**src/rtl/alu_pkg.sv**
```systemverilog
// rtl/alu_pkg.sv - shared widths and ALU function codes for the ALU arbiter slice
package alu_pkg;

    localparam int DATA_WIDTH = 32;
    localparam int FUNC_WIDTH = 4;

    typedef enum logic [FUNC_WIDTH-1:0] {
        ALU_ZERO = 4'd0,
        ALU_ADD  = 4'd1,
        ALU_SUB  = 4'd2,
        ALU_SLL  = 4'd3,
        ALU_SLT  = 4'd4,
        ALU_XOR  = 4'd5,
        ALU_OR   = 4'd6,
        ALU_AND  = 4'd7,
        ALU_SRL  = 4'd8,
        ALU_SRA  = 4'd9,
        ALU_SLTU = 4'd10
    } alu_func_e;

endpackage

```
**src/rtl/rr_arb2.sv**
```systemverilog
// rtl/rr_arb2.sv - two-way round-robin arbiter, purely combinational
//
// Ports:
//   i_eligible  [1:0]  requesters that may be granted this cycle
//   i_ptr              requester holding priority when both are eligible
//   o_grant     [1:0]  one-hot grant (all zero when nobody is eligible)
//   o_next_ptr         priority for the next cycle: the non-granted side after
//                      a grant, unchanged when there was no grant
module rr_arb2 (
    input  logic [1:0] i_eligible,
    input  logic       i_ptr,
    output logic [1:0] o_grant,
    output logic       o_next_ptr
);

    always_comb begin
        o_grant    = 2'b00;
        o_next_ptr = i_ptr;
        case (i_eligible)
            2'b01:   o_grant = 2'b01;
            2'b10:   o_grant = 2'b10;
            2'b11:   o_grant = i_ptr ? 2'b10 : 2'b01;
            default: o_grant = 2'b00;
        endcase
        if (o_grant[0]) begin
            o_next_ptr = 1'b1;
        end else if (o_grant[1]) begin
            o_next_ptr = 1'b0;
        end
    end

endmodule

```
**src/rtl/alu_arbiter.sv**
```systemverilog
// rtl/alu_arbiter.sv - shares one registered ALU between two requesters with per-requester result buffers
//
// Ports:
//   clk, rst                 clock, synchronous active-high reset
//   req{0,1}_valid/ready     operation handshake (ready is combinational grant)
//   req{0,1}_func/op1/op2    operation fields
//   rsp{0,1}_valid/ready     result handshake from a one-entry buffer
//   rsp{0,1}_data            buffered result, stable while valid && !ready
//   alu_func/op1/op2         issue to the external ALU (zero when idle)
//   alu_result               ALU output, registered, valid the cycle after issue
module alu_arbiter
    import alu_pkg::*;
#(
    parameter int DATA_WIDTH = alu_pkg::DATA_WIDTH,
    parameter int FUNC_WIDTH = alu_pkg::FUNC_WIDTH
) (
    input  logic                  clk,
    input  logic                  rst,

    input  logic                  req0_valid,
    output logic                  req0_ready,
    input  logic [FUNC_WIDTH-1:0] req0_func,
    input  logic [DATA_WIDTH-1:0] req0_op1,
    input  logic [DATA_WIDTH-1:0] req0_op2,
    output logic                  rsp0_valid,
    input  logic                  rsp0_ready,
    output logic [DATA_WIDTH-1:0] rsp0_data,

    input  logic                  req1_valid,
    output logic                  req1_ready,
    input  logic [FUNC_WIDTH-1:0] req1_func,
    input  logic [DATA_WIDTH-1:0] req1_op1,
    input  logic [DATA_WIDTH-1:0] req1_op2,
    output logic                  rsp1_valid,
    input  logic                  rsp1_ready,
    output logic [DATA_WIDTH-1:0] rsp1_data,

    output logic [FUNC_WIDTH-1:0] alu_func,
    output logic [DATA_WIDTH-1:0] alu_op1,
    output logic [DATA_WIDTH-1:0] alu_op2,
    input  logic [DATA_WIDTH-1:0] alu_result
);

    logic                  r_rr_ptr;
    logic                  r_inflight_valid;
    logic                  r_inflight_owner;
    logic [1:0]            r_rsp_valid;
    logic [DATA_WIDTH-1:0] r_rsp_data0;
    logic [DATA_WIDTH-1:0] r_rsp_data1;

    logic [1:0]            w_eligible;
    logic [1:0]            w_grant;
    logic                  w_next_ptr;
    logic [1:0]            w_capture;
    logic [1:0]            w_drain;

    // A requester may not issue while its own op is in flight, and it may
    // only issue if its buffer is empty or being drained this cycle, so a
    // returning result never overwrites an unconsumed one. Gating with rst
    // keeps both readies low for the whole reset window.
    assign w_eligible[0] = !rst && req0_valid
                           && !(r_inflight_valid && !r_inflight_owner)
                           && (!r_rsp_valid[0] || rsp0_ready);
    assign w_eligible[1] = !rst && req1_valid
                           && !(r_inflight_valid && r_inflight_owner)
                           && (!r_rsp_valid[1] || rsp1_ready);

    rr_arb2 u_rr_arb2 (
        .i_eligible (w_eligible),
        .i_ptr      (r_rr_ptr),
        .o_grant    (w_grant),
        .o_next_ptr (w_next_ptr)
    );

    assign req0_ready = w_grant[0];
    assign req1_ready = w_grant[1];

    // Issue mux: the ALU registers these at the edge that ends the grant cycle.
    always_comb begin
        alu_func = FUNC_WIDTH'(ALU_ZERO);
        alu_op1  = '0;
        alu_op2  = '0;
        if (w_grant[0]) begin
            alu_func = req0_func;
            alu_op1  = req0_op1;
            alu_op2  = req0_op2;
        end else if (w_grant[1]) begin
            alu_func = req1_func;
            alu_op1  = req1_op1;
            alu_op2  = req1_op2;
        end
    end

    assign w_capture[0] = r_inflight_valid && !r_inflight_owner;
    assign w_capture[1] = r_inflight_valid &&  r_inflight_owner;
    assign w_drain[0]   = r_rsp_valid[0] && rsp0_ready;
    assign w_drain[1]   = r_rsp_valid[1] && rsp1_ready;

    always_ff @(posedge clk) begin
        if (rst) begin
            r_rr_ptr         <= 1'b0;
            r_inflight_valid <= 1'b0;
            r_inflight_owner <= 1'b0;
            r_rsp_valid      <= 2'b00;
            r_rsp_data0      <= '0;
            r_rsp_data1      <= '0;
        end else begin
            r_rr_ptr         <= w_next_ptr;
            r_inflight_valid <= |w_grant;
            if (|w_grant) begin
                r_inflight_owner <= w_grant[1];
            end

            // Capture takes precedence over a drain in the same cycle so the
            // fresh result is kept rather than lost.
            if (w_capture[0]) begin
                r_rsp_data0    <= alu_result;
                r_rsp_valid[0] <= 1'b1;
            end else if (w_drain[0]) begin
                r_rsp_valid[0] <= 1'b0;
            end

            if (w_capture[1]) begin
                r_rsp_data1    <= alu_result;
                r_rsp_valid[1] <= 1'b1;
            end else if (w_drain[1]) begin
                r_rsp_valid[1] <= 1'b0;
            end
        end
    end

    assign rsp0_valid = r_rsp_valid[0];
    assign rsp1_valid = r_rsp_valid[1];
    assign rsp0_data  = r_rsp_data0;
    assign rsp1_data  = r_rsp_data1;

endmodule

```
**config.mk**
```make
export PLATFORM = sky130hd
export DESIGN_NAME = alu_arbiter
export DESIGN_NICKNAME = d
export VERILOG_FILES = /design/src/rtl/alu_pkg.sv /design/src/rtl/rr_arb2.sv /design/src/rtl/alu_arbiter.sv
export SDC_FILE = /design/constraint.sdc
export NUM_CORES = 1
export LEC_CHECK = 0
export BUFFER_PORTS_ARGS = -buffer_cell sky130_fd_sc_hd__buf_2
export CAP_MARGIN = 20
export CORE_AREA = 5 5 128 100
export DETAILED_ROUTE_END_ITERATION = 10
export DIE_AREA = 0 0 133 105
export GPL_TIMING_DRIVEN = 1
export PLACE_DENSITY = 0.83
export SYNTH_ARGS = -nofsm -noshare
export SYNTH_HDL_FRONTEND = slang
export SYNTH_SLANG_ARGS = --single-unit
```
**constraint.sdc**
```tcl
create_clock -name clk -period 5.27 [get_ports clk]
set_clock_uncertainty 0.15 [all_clocks]
set_input_delay 1.054 -clock clk [delete_from_list [all_inputs] [get_ports clk]]
set_output_delay 1.054 -clock clk [all_outputs]
set_load 0.005 [all_outputs]
```
==> metrics.md <==
| Metric | Value |
|---|---|
| Critical Path AT | `between 3 and 4 ns` |
| CTS Sinks | `roughly 70` |
| Post-synthesis mux area share | `0%` |
| XOR/XNOR Fraction of Synth Area | `0%` |
| Buffers on Ports | `roughly 300` |
| Hold Crit Endpoint | `rsp1_data[2]` |
| WL met3 | `1.375 mm` |
| Antenna Violating Nets Remaining | `0` |
| 1st-pass router iterations | `4` |
| Largest family of logic cells by synthesized area | `compound AO/OA/AOI/OAI gates` |
| Non-Filler Instances | `971` |
| Tcrit/Tclk final | `between 80% and 90%` |
| Clk Latency, worst-skew pair | `roughly 0.33 ns` |
| CTS buffer count | `9` |
| Flop-to-flop setup slack | `3.37 ns` |
| Setup TNS | `0 ns` |
| Post-CTS Hold Buffers | `0` |
| Worst flop-to-flop path endpoint | `r_inflight_valid` |
| Hold Path Depth | `2` |
| Ys flop type | `dfxtp_1` |
| Max Clk Rate | `~0.23 GHz` |
| First-pass GRT wire length | `25.39 mm` |
| RSZ-0062 raised after global routing | `no` |
| Post-Route Utilization | `55.70%` |
| Top routing layer in use | `met4` |
| Routed Wire Length | `between 15 and 20 mm` |
| Worst slew pin tran | `~0.7 ns` |
| Wire length on met2 | `7.987 mm` |
| Die area | `about 0.014 mm2` |
| Initial Utilization | `between 30% and 40%` |
| Relative slew slack | `~53%` |
| Mapped Nets | `roughly 730` |
| DRC | `0` |
| CTS Root Buffer Type | `clkbuf_16` |
| Setup Viol. Count Final | `0` |
| Initial antenna violation count | `1` |
| Avg WL per Cell | `between 15 and 20 um` |
| R2R cell count | `4` |
| Number of synthesized flops with an enable pin | `0` |
| FP Rows | `34` |
| Final hold vios | `0` |
| Vias per cell | `about 5.3` |
| Post-CTS Resized | `0` |
| Synth top cells by count | `nand2_1 (130), inv_1 (70), dfxtp_1 (69), nand4_1 (68), o32ai_2 (68)` |
| Detailed Place HPWL | `approximately 12 mm` |
| Io pins | `310` |
| Max Cap Violations | `0` |
| Yosys top cell area share | `between 30% and 40%` |
| Worst vdd ir | `0.1699 mV` |
| Core footprint | `roughly 0.011 mm2` |
| Sequential-to-total area share from yosys stat | `between 30% and 40%` |
| WP data required | `between 4 and 5 ns` |
| Ys async rst share | `0%` |
| Endpoint class of the critical path | `output pin` |
| Final layout net count | `between 900 and 1000` |
| Area grow syn2layout | `41.94%` |
| PwrDens | `about 260 mW/mm2` |
| Netlist cell types | `25` |
| RR Startpoint | `r_inflight_valid` |
| Mapped Area | `0.004457 mm2` |
| HP Start | `rsp1_data[2]` |
| Pwr Total | `approximately 1.6 mW` |
| Top post-synthesis cells by area | `dfxtp_1 (31%), o32ai_2 (25%), nand2_1 (11%)` |
| Largest net degree at the start of global routing | `73` |
| Leading area contributor after synthesis | `dfxtp_1` |
| Top-count cell post-synth | `nand2_1` |
| Compound-Gate Fraction of Synth Area | `around a third` |
| DR vias | `roughly 5100` |
| Die height | `105 um` |
| DRT met1 WL | `around 6.3 mm` |
| Cells after DPL | `954` |
| Fin crit period | `4.265 ns` |
| Syn Area/Cell | `between 8 and 9 um2` |
| Hold crit path type | `flop to flop` |
| TritonCTS clock tree | `done` |
| YS warnings | `0` |
| H-tree levels | `3` |
| Status | `finished clean` |
| Vias in the first global route | `about 4900` |
| CP Max Fanout | `41` |
| DRT iter0 DRCs | `between 300 and 400` |
| Fill count | `~1100` |
| Simple-gate portion of the synthesized area | `22.38%` |
| Critical Path Start Type | `primary input` |
| Leak Pwr | `roughly 3.1 nW` |
| Die W | `between 100 and 150 um` |
| Layout cells sized above 1 | `roughly half` |
| Total GRT Usage | `a little over a fifth` |
| Mapped Cells | `between 500 and 600` |
| Slew Viols, Final | `0` |
| Flops & latches, synth | `69` |
| Adder-cell share of the synthesized area | `0%` |
| Post-CTS setup buffers | `0` |
| Max Root-Sink Buffers | `2` |
| Grt total ovfl | `0` |
| Clock-pin slew on the worst setup and hold paths | `about 0.050 ns` |
| Critical path class | `primary input to output pin` |
| Final Wtd Congestion | `between 0.8 and 0.9` |
logic make-up after synthesis:
family / after synthesis
flops: 69
compound gates: 139
simple gates: 211
buf+inv: 138
cell usage in the layout, fill, tap and decap left out, types with 9 or more instances in the layout:
cell and instances:
nand2_1 130, a21oi_1 66, clkbuf_16 9, inv_1 70, buf_2 309, buf_4 9, o32ai_2 68, dfxtp_1 69
nand4_1 68
worst max path at each step:
stage | startpoint | end | cells past startpoint
after floorplan | rst | alu_func[3] | 6
after global placement | rsp0_ready | alu_op2[28] | 6
after detailed placement | rsp0_ready | alu_op2[11] | 6
after CTS | rsp0_ready | alu_op2[11] | 6
after global routing | rsp0_ready | alu_op1[2] | 6
final | rsp0_ready | alu_op1[2] | 6
sequential cells by signal (all words and copies together), names as in the netlist:
register and cells:
r_inflight_valid 1, rsp1_data 32, r_rsp_valid 2, r_inflight_owner 1, r_rr_ptr 1, rsp0_data 32
layer usage:
metal	track usage [%]	vias to the layer above
li1	-	2495
met1	25.71	2392
met2	37.61	228
met3	6.964	25
met4	7.047	0
met5	0	-
worst max-delay path, stage by stage:
cell and delay (ns):
buf_2 0.10, nor2b_1 0.37, or3_4 0.53, buf_4 0.62, o32ai_2 0.17, buf_2 0.15
power breakdown:
group / internal, mW / leakage, nW / switching, mW
clock network: 0.438 / 0.163 / 0.213
registers: 0.553 / 0.563 / 0.0179
logic: 0.188 / 2.37 / 0.224
per-stage QoR:
| step | setup WS, ns | hold slack (ns) | area [um2] |
|---|---|---|---|
| floorplan | 1.780 | 0.3027 | 4457 |
| global placement | 1.076 | 0.2881 | 5982 |
| finish | 1.005 | 0.2984 | 6326 |
| detailed placement | 0.9876 | 0.2934 | 5997 |
| CTS | 0.9793 | 0.3002 | 6324 |
| global route | 0.8444 | 0.3130 | 6326 |
layout make-up:
cell class              count  area [um2]  share of cell area, %
diodes                      1       2.502                0.03956
clock buffers              12       256.5                  4.055
clock inverters             4       70.07                  1.108
inverters                  70       262.8                  4.153
multi-input cells         350        2504                  39.58
flip-flops and latches     69        1381                  21.84
well taps                 144       180.2                  2.848
repair buffers            321        1669                  26.38
(Power assumes the default switching activity.)
